### config.mk
export PLATFORM = sky130hd
export DESIGN_NAME = vga_timing_rx
export DESIGN_NICKNAME = d
export VERILOG_FILES = /design/src/rtl/vga_timing_rx.sv
export SDC_FILE = /design/constraint.sdc
export NUM_CORES = 1
export LEC_CHECK = 0
export CORE_MARGIN = 2
export CORE_UTILIZATION = 61
export CTS_BUF_LIST = sky130_fd_sc_hd__clkbuf_16
export DETAILED_ROUTE_END_ITERATION = 10
export PLACE_DENSITY = 0.9
export SLEW_MARGIN = 20
export SYNTH_ARGS = -nofsm -noshare
export SYNTH_HDL_FRONTEND = slang
export SYNTH_SLANG_ARGS = --single-unit
### constraint.sdc
create_clock -name clk -period 6.8 [get_ports clk]
set_input_delay 0.68 -clock clk [delete_from_list [all_inputs] [get_ports clk]]
set_output_delay 0.68 -clock clk [all_outputs]
set_load 0.03 [all_outputs]
### src/rtl/vga_timing_rx.sv
// vga_timing_rx: receive-side VGA timing checker.
// Samples active-low hsync/vsync and 1-bit r/g/b through a two-flop
// synchronizer, measures line/frame timing on pix_ce, locks onto the
// configured mode and recovers active-region coordinates and pixel data.
// Ports:
//   clk, rst             system clock, asynchronous active-high reset
//   pix_ce               pixel-rate enable (one clk wide)
//   hsync_in, vsync_in   asynchronous active-low syncs
//   rgb_in               asynchronous pixel bits {r,g,b}
//   locked               timing matches the configured mode
//   de, x, y, rgb        active pixel valid, column, row, registered pixel
//   line_start           one-pix_ce pulse after hsync assertion
//   frame_start          one-pix_ce pulse after vsync assertion
//   h_period, v_lines    last measured line period / frame length
//   err_cnt              saturating count of lock losses
module vga_timing_rx #(
  parameter int H_TOTAL  = 800,
  parameter int H_SYNC   = 16,
  parameter int V_TOTAL  = 525,
  parameter int V_SYNC   = 1,
  parameter int H_BP     = 48,
  parameter int H_ACTIVE = 640,
  parameter int V_BP     = 2,
  parameter int V_ACTIVE = 480,
  parameter int CW       = 11
) (
  input  logic          clk,
  input  logic          rst,
  input  logic          pix_ce,
  input  logic          hsync_in,
  input  logic          vsync_in,
  input  logic [2:0]    rgb_in,
  output logic          locked,
  output logic          de,
  output logic [CW-1:0] x,
  output logic [CW-1:0] y,
  output logic [2:0]    rgb,
  output logic          line_start,
  output logic          frame_start,
  output logic [CW-1:0] h_period,
  output logic [CW-1:0] v_lines,
  output logic [7:0]    err_cnt
);

  typedef enum logic [1:0] {SEARCH, ACQUIRE, LOCKED} state_t;

  localparam logic [CW-1:0] CMAX   = '1;
  localparam logic [CW-1:0] HT     = CW'(H_TOTAL);
  localparam logic [CW-1:0] HS     = CW'(H_SYNC);
  localparam logic [CW-1:0] VT     = CW'(V_TOTAL);
  localparam logic [CW-1:0] VS     = CW'(V_SYNC);
  localparam logic [CW-1:0] TO     = CW'(2 * H_TOTAL);
  localparam logic [CW-1:0] HB     = CW'(H_BP);
  localparam logic [CW-1:0] HE     = CW'(H_BP + H_ACTIVE);
  localparam logic [CW-1:0] VB     = CW'(V_BP);
  localparam logic [CW-1:0] VE     = CW'(V_BP + V_ACTIVE);

  state_t        state, state_next;
  logic          err_inc;

  logic          h_s1, h_s2, v_s1, v_s2;
  logic [2:0]    rgb_s1, rgb_s2;
  logic          h_prev, v_prev;
  logic [CW-1:0] hcnt, vcnt, hwidth, vwidth;
  logic          vw_ok;

  logic          h_fall, h_rise, v_fall, v_rise;
  logic [CW-1:0] hcnt_inc, vcnt_inc, v_len;
  logic          line_bad, frame_ok, timeout, active;

  always_ff @(posedge clk or posedge rst) begin
    if (rst) begin
      h_s1   <= 1'b1;
      h_s2   <= 1'b1;
      v_s1   <= 1'b1;
      v_s2   <= 1'b1;
      rgb_s1 <= '1;
      rgb_s2 <= '1;
    end else begin
      h_s1   <= hsync_in;
      h_s2   <= h_s1;
      v_s1   <= vsync_in;
      v_s2   <= v_s1;
      rgb_s1 <= rgb_in;
      rgb_s2 <= rgb_s1;
    end
  end

  // Edge flags are only meaningful on pix_ce cycles; every consumer is gated.
  assign h_fall   = h_prev & ~h_s2;
  assign h_rise   = ~h_prev & h_s2;
  assign v_fall   = v_prev & ~v_s2;
  assign v_rise   = ~v_prev & v_s2;

  assign hcnt_inc = (hcnt == CMAX) ? CMAX : hcnt + CW'(1);
  assign vcnt_inc = (vcnt == CMAX) ? CMAX : vcnt + CW'(1);
  // A coincident hsync edge belongs to the frame being closed.
  assign v_len    = h_fall ? vcnt_inc : vcnt;

  assign line_bad = (h_fall && hcnt_inc != HT) || (h_rise && hwidth != HS);
  assign frame_ok = (v_len == VT) && vw_ok;
  assign timeout  = !h_fall && (hcnt == TO);
  assign active   = (state == LOCKED) && (hcnt >= HB) && (hcnt < HE) &&
                    (vcnt >= VB) && (vcnt < VE);

  always_comb begin
    state_next = state;
    err_inc    = 1'b0;
    case (state)
      SEARCH: begin
        if (v_fall && !timeout) state_next = ACQUIRE;
      end
      ACQUIRE: begin
        if (line_bad || timeout)  state_next = SEARCH;
        else if (v_fall && frame_ok) state_next = LOCKED;
      end
      LOCKED: begin
        if (line_bad || timeout || (v_fall && !frame_ok)) begin
          state_next = SEARCH;
          err_inc    = 1'b1;
        end
      end
      default: state_next = SEARCH;
    endcase
  end

  always_ff @(posedge clk or posedge rst) begin
    if (rst) begin
      state   <= SEARCH;
      err_cnt <= '0;
    end else if (pix_ce) begin
      state <= state_next;
      if (err_inc && err_cnt != 8'hFF) err_cnt <= err_cnt + 8'd1;
    end
  end

  assign locked = (state == LOCKED);

  always_ff @(posedge clk or posedge rst) begin
    if (rst) begin
      h_prev      <= 1'b1;
      v_prev      <= 1'b1;
      hcnt        <= '0;
      vcnt        <= '0;
      hwidth      <= '0;
      vwidth      <= '0;
      vw_ok       <= 1'b0;
      h_period    <= '0;
      v_lines     <= '0;
      line_start  <= 1'b0;
      frame_start <= 1'b0;
      de          <= 1'b0;
      x           <= '0;
      y           <= '0;
      rgb         <= '0;
    end else if (pix_ce) begin
      h_prev <= h_s2;
      v_prev <= v_s2;

      if (h_fall) begin
        hcnt     <= '0;
        h_period <= hcnt_inc;
        hwidth   <= CW'(1);
      end else begin
        hcnt <= hcnt_inc;
        if (!h_s2 && hwidth != CMAX) hwidth <= hwidth + CW'(1);
      end

      if (v_fall) begin
        vcnt    <= '0;
        v_lines <= v_len;
        vwidth  <= h_fall ? CW'(1) : '0;
        vw_ok   <= 1'b0;
      end else begin
        if (h_fall) vcnt <= vcnt_inc;
        if (h_fall && !v_s2 && vwidth != CMAX) vwidth <= vwidth + CW'(1);
        if (v_rise) vw_ok <= (vwidth == VS);
      end

      line_start  <= h_fall;
      frame_start <= v_fall;

      de  <= active;
      x   <= active ? hcnt - HB : '0;
      y   <= active ? vcnt - VB : '0;
      rgb <= active ? rgb_s2 : '0;
    end
  end

endmodule

==> results of run 1 <==
-- cell type report --
type / count / area share, %
well taps: 129 / 2.27
inverters: 30 / 1.62
flip-flops and latches: 117 / 41.3
clock buffers: 17 / 5.97
multi-input cells: 421 / 37.3
clock inverters: 15 / 1.74
repair buffers: 71 / 9.85
-- Yosys cell counts, drive strengths merged, types with 3 or more instances --
cell type  instances
dfrtp            105
nor2              63
nand2             51
a21oi             41
o21ai             30
inv               29
clkbuf            26
o2bb2ai           26
xnor2             24
nand4             20
a31oi             18
xor2              18
nand3             17
buf               14
ha                14
dfstp             12
nor3              11
nor4              10
or3                7
o22ai              6
and3               5
nor2b              5
and2               3
and4               3
mux2               3
mux2i              3
nand2b             3
nor4b              3
o22a               3
o31ai              3
-- per-layer routing --
metal	GRT usage [%]	vias to the layer above
li1	-	2254
met1	39.8	2406
met2	50.8	266
met3	7.46	64
met4	14.1	0
met5	0	-
-- cell usage in the layout, fill, tap and decap left out, types with 20 or more instances in the layout --
| cell type | Yosys | final |
|---|---|---|
| a21oi_1 | 40 | 40 |
| clkdlybuf4s50_1 | 0 | 66 |
| dfrtp_1 | 105 | 105 |
| inv_1 | 29 | 31 |
| nand2_1 | 51 | 51 |
| nand4_1 | 20 | 20 |
| nor2_1 | 63 | 63 |
| o21ai_0 | 30 | 30 |
| o2bb2ai_1 | 26 | 26 |
| xnor2_1 | 24 | 24 |
-- stage by stage --
stage          cells  instance area [um2]  hold WS, ns  setup WS (ns)  total power, W
2_1_floorplan    608                 5870        0.345           3.04         0.00115
4_1_cts          800                 7120        0.355           3.60         0.00214
3_5_place_dp     768                 6570        0.348           3.47         0.00130
5_1_grt          800                 7130        0.357           3.37         0.00223
6_report         800                 7130        0.354           3.57         0.00214
3_3_place_gp     768                 6570        0.347           3.60         0.00127
-- final timing paths --
check	start	to	slack, ns
min in group asynchronous	rst	y[7]	0.64
min reg2reg	rgb_s1[1]	rgb_s2[1]	0.35
max	hcnt[4]	err_cnt[1]	3.57
max reg2reg	hcnt[4]	err_cnt[1]	3.57
max in group asynchronous	rst	vwidth[2]	5.10
min	rgb_s1[1]	rgb_s2[1]	0.35
-- power breakdown --
part	switching, W	internal [W]	total (W)
clock network	0.000313	0.000527	0.000839
logic	0.000259	0.000177	0.000436
registers	0.0000904	0.000773	0.000863
-- sequential cells by signal, summed over array words and instances (netlist names), 2 cells and up --
register / cells
h_period: 11
y: 11
err_cnt: 8
rgb_s1: 3
rgb: 3
x: 11
state: 2
vwidth: 11
rgb_s2: 3
v_lines: 11
hwidth: 11
vcnt: 11
hcnt: 11
-- logic make-up (layout without fill, tap and decap cells) --
| family | Yosys count | in the layout |
|---|---|---|
| AOI/OAI and AO/OA | 149 | 149 |
| xor gates and xnor gates | 42 | 42 |
| adders and majority gates | 14 | 14 |
| buffers and inverters | 70 | 133 |
| DFF | 117 | 117 |
| muxes | 6 | 6 |
| and+or+nand+nor | 210 | 210 |
-- worst max-delay path, cell delays in order (launching register included) --
cell and delay [ns]:
dfrtp_1 0.62, ha_1 0.31, and4_1 0.36, and3_1 0.30, or3b_1 0.38, a311o_1 0.31, a21oi_4 0.32, o22a_4 0.22
mux2_4 0.29
==> qor.tcl, run 1 <==
set qor(synth_largest_type_area_fraction_pct) 44.7
set qor(combinational_family_with_the_most_area_after_synthesis) {simple AND/OR/NAND/NOR gates}
set qor(finalSetupTns_ns) 0
set qor(synth.mux.area_fraction_pct) 1.15
set qor(viasPerCell) 6.24
set qor(timing.critical_path.from_type) {register}
set qor(maximum_number_of_pins_on_one_net_before_global_route_repair) 81
set qor(period_needed_ns) 3.23
set qor(drt_iter0_drc) 476
set qor(via_count) 4990
set qor(post-dp-hpwl_um) 9380
set qor(fillCellCount) 645
set qor(fmaxAchievable_ghz) 0.309
set qor(count_of_synthesis_stage_warnings_from_yosys) 0
set qor(floorplan.rows) 35
set qor(timing_worst_setup_path_type) {reg2reg}
set qor(postSynthRegisterBits) 117
set qor(htreeDepth) 4
set qor(synth_xor_xnor_area_share_pct) 6.26
set qor(run_status) {finished clean}
set qor(power-per-cell-area_mw_per_mm2) 300
set qor(port_buffers) 66
set qor(grt_residual_overflow) 0
set qor(tritoncts_clock_tree) {done}
set qor(synth.avg_cell_area_um2) 9.66
set qor(synth_area_mm2) 0.00587
set qor(max_slew.worst_pin.slew_ns) 1.03
set qor(share_of_final_layout_standard_cells_stronger_than_drive_strength_1_pct) 8.49
set qor(synth-compound-area-share_pct) 17.0
set qor(top_layer_used) {met4}
set qor(holdPathStages) 0
set qor(post-synth-top-area-cell) {dfrtp_1}
set qor(tritoncts_buffers) 17
set qor(antenna_found_initial) 0
set qor(die_height_um) 102
set qor(final_ant_viol_nets) 0
set qor(numClockSinks) 117
set qor(nNetsFinal) 680
set qor(synth_async_sr_flop_share_pct) 100
set qor(power.ir.vdd_worst_v) 0.000215
set qor(synthesized_netlist_net_count) 630
set qor(synth_ff_type) {dfrtp_1}
set qor(final_clock_skew_ns) 0.00762
set qor(global_route_wire_length_before_repair_um) 25100
set qor(ys_top_cells_by_area) {dfrtp_1, dfstp_2, nor2_1}
set qor(met3_wirelength_um) 906
set qor(detailroute.wirelength.met2_um) 7410
set qor(path_clk_slew_ns) 0.06
set qor(drv.max_cap_violation_count) 0
set qor(dieWidth_um) 102
set qor(syn-instance-count) 608
set qor(start_util_pct) 63.3
set qor(multi_input_comb_area_mm2) 0.00266
set qor(finalHoldViolations) 0
set qor(clock_latency_ns) 0.41
set qor(critPathCaptureType) {register}
set qor(first_global_vias) 5060
set qor(cts_setup_buffers) 0
set qor(synth_enable_flop_cells) 0
set qor(ff_latch_area_mm2) 0.00294
set qor(worst_r2r_path_cells) 8
set qor(drt-wirelength-per-cell_um) 18.5
set qor(crit_required_ns) 7.10
set qor(gr-usage-all-layers_pct) 31.1
set qor(min-delay-path-class) {reg2reg}
set qor(synth-adder-area-share_pct) 2.98
set qor(crit_path_max_fanout) 14
set qor(floorplan.die_area_mm2) 0.0104
set qor(post_cts_resized) 0
set qor(cts-root-buf) {clkbuf_16}
set qor(synth-simple-area-share_pct) 17.6
set qor(sequential_area_share_after_synthesis_pct) 50.1
set qor(grt_setup_unrepaired) {no}
set qor(drc) 0
set qor(syn_to_final_growth_pct) 21.3
set qor(finalSetupViolCount) 0
set qor(worst-endpoint-arrival_ns) 3.53
set qor(first_pass_iters) 5
set qor(drt-total-wl_um) 14800
set qor(coreArea_mm2) 0.00928
set qor(io_pins) 67
set qor(diodes) 0
set qor(cts-root-to-sink-buffers) 2
set qor(drv_slew) 0
set qor(holdBufCountCts) 0
set qor(yosysUniqueCellTypes) 61
set qor(drt-met1-wl_um) 5980
set qor(static-leakage-power_nw) 3.07
set qor(globalplace.congestion) 0.910
set qor(utilization_of_the_core_after_routing_pct) 76.8
set qor(worst_slew_margin_rel_pct) 30.8
set qor(final_min_period_over_clock_period_pct) 47.5
No activity file was read; power rests on OpenSTA's default activity.
==> run 2: changes to the inputs <==
Settings changed: CORE_UTILIZATION 61 to 51, PLACE_DENSITY 0.9 to 0.8.
Clock period 6.8 ns to 2.9 ns, I/O delays scaled along.
==> qor.tcl, run 2 (synthesis results as in run 1) <==
set qor(maximum_number_of_pins_on_one_net_before_global_route_repair) 76
set qor(first_global_vias) 4886
set qor(critPathCaptureType) {register}
set qor(crit_path_max_fanout) 6
set qor(timing_worst_setup_path_type) {reg2reg}
set qor(timing.critical_path.from_type) {register}
set qor(clock_latency_ns) 0.41
set qor(drt-total-wl_um) 14300
set qor(path_clk_slew_ns) 0.05
set qor(crit_path_cell_trace) {inv_1 -> ha_1 -> or3b_2 -> a31oi_1 -> o21ai_0 -> a311o_1 -> a21oi_4 -> o22a_4 -> mux2_4}
set qor(drt-wirelength-per-cell_um) 17.1
set qor(cts-root-to-sink-buffers) 2
set qor(port_buffers) 66
set qor(crit_required_ns) 3.19
set qor(drv.max_cap_violation_count) 0
set qor(drc) 0
set qor(drt_iter0_drc) 485
set qor(holdBufCountCts) 0
set qor(power-per-cell-area_mw_per_mm2) 667
set qor(tritoncts_buffers) 17
set qor(final_clock_skew_ns) 0.00912
set qor(viasPerCell) 5.92
set qor(utilization_of_the_core_after_routing_pct) 64.4
set qor(final_min_period_over_clock_period_pct) 96.6
set qor(mostFrequentLayoutCells) {dfrtp_1, clkdlybuf4s50_1, nor2_1}
set qor(path_delay_family) {compound AO/OA/AOI/OAI gates}
set qor(p_sw_share_pct) 30.5
set qor(worst_slew_margin_rel_pct) 48.0
set qor(netSwitchingPower_w) 0.00148
set qor(worstReg2RegStart) {hcnt[0]}
set qor(io_pins) 67
set qor(dieWidth_um) 111
set qor(first_pass_iters) 5
set qor(finalSetupViolCount) 0
set qor(tritoncts_clock_tree) {done}
set qor(drv_slew) 0
set qor(nNetsFinal) 699
set qor(power.ir.vdd_worst_v) 0.000596
set qor(global_route_wire_length_before_repair_um) 24000
set qor(share_of_final_layout_standard_cells_stronger_than_drive_strength_1_pct) 10.7
set qor(post-layout-total-power_w) 0.00486
set qor(path_buf_inv) 1
set qor(via_count) 4928
set qor(final_ant_viol_nets) 0
set qor(fmaxAchievable_ghz) 0.357
set qor(gr-usage-all-layers_pct) 23.9
set qor(longest_individual_stage_delay_on_the_worst_path_ns) 0.45
set qor(cts-root-buf) {clkbuf_16}
set qor(internal-power_w) 0.00338
set qor(worst-endpoint-arrival_ns) 3.09
set qor(run_status) {finished clean}
set qor(pwr-share-seq_pct) 41.4
set qor(fillCellCount) 900
set qor(diodes) 0
set qor(grt_residual_overflow) 0
set qor(power.combinational.fraction_pct) 21.2
set qor(static-leakage-power_nw) 3.15
set qor(numClockSinks) 117
set qor(period_needed_ns) 2.80
set qor(floorplan.rows) 39
set qor(start_util_pct) 51.9
set qor(syn_to_final_growth_pct) 24.1
set qor(final_common_cell) {dfrtp_1}
set qor(coreArea_mm2) 0.0113
set qor(htreeDepth) 4
set qor(max_slew.worst_pin.slew_ns) 0.779
set qor(min-delay-path-class) {in2async}
set qor(floorplan.die_area_mm2) 0.0124
set qor(critical_path.startpoint) {hcnt[0]}
set qor(globalplace.congestion) 0.912
set qor(finalHoldViolations) 0
set qor(antenna_found_initial) 0
set qor(power.clock.fraction_pct) 37.4
set qor(die_height_um) 111
set qor(post-dp-hpwl_um) 9780
set qor(worst_path_max_delay_cell) {or3b_2}
-- run 2: timing repair --
action | CTS | global route
resized for setup | 0 | 5
setup buffers | 0 | 0
setup endpoints to repair | 0 | 9
-- run 2: worst paths after layout --
kind	to	slack (ns)	cells after the start
worst max-delay path	err_cnt[1]	0.1	9
worst min-delay path	vcnt[6]	0.27	2
worst max register to register	err_cnt[1]	0.1	9
worst min register to register	rgb_s2[2]	0.36	0
max in group asynchronous	h_s2	1.85	3
min in group clk	v_s1	0.29	1
-- run 2: per-stage QoR --
step | hold WS [ns] | setup TNS, ns | cells | worst slack (ns) | cell area [um2]
floorplan | 0.294 | 0 | 608 | 0.190 | 5880
global placement | 0.346 | 0 | 801 | 0.215 | 6750
detailed placement | 0.347 | 0 | 801 | 0.0526 | 6750
CTS | 0.275 | 0 | 833 | 0.0584 | 7260
global route | 0.275 | -0.0173 | 833 | -0.0173 | 7290
finish | 0.271 | 0 | 833 | 0.0984 | 7290
-- run 2: power groups by stage --
| stage | logic [W] | registers (W) | clock network, W |
|---|---|---|---|
| after global placement | 0.000994 | 0.00202 | 0 |
| after detailed placement | 0.00102 | 0.00203 | 0 |
| after CTS | 0.00103 | 0.00201 | 0.00184 |
| after global routing | 0.00112 | 0.00204 | 0.00193 |
| final | 0.00103 | 0.00201 | 0.00182 |
| after floorplan | 0.000569 | 0.00212 | 0 |
-- run 2: worst register-to-register path, delay by kind of cell, from the launching register on --
kind	cells	cell delay, ns
AO/OA/AOI/OAI	5	1.08
flip-flops	1	0.43
buffers and inverters	1	0.12
AND/OR/NAND/NOR	1	0.45
multiplexers	1	0.29
adder cells (fa/ha/maj)	1	0.32
-- run 2: layout make-up --
cell class                      count  area (um2)  share of cell area, %
Clock buffer                       17         425                   5.84
Clock inverter                     15        86.3                   1.18
Inverter                           30         116                   1.60
Multi-Input combinational cell    421        2680                   36.8
Sequential cell                   117        2940                   40.4
Tap cell                          143         179                   2.46
Timing Repair Buffer               90         853                   11.7
-- run 2: per-layer routing --
metal | share of wire, % | track usage [%] | vias to the layer above | wire (um)
li1 | - | - | 2300 | -
met1 | 43 | 31.2 | 2439 | 6070
met2 | 50 | 39.3 | 167 | 7130
met3 | 5.9 | 5.96 | 22 | 837
met4 | 1.7 | 7.74 | 0 | 239
met5 | 0 | 0 | - | 0
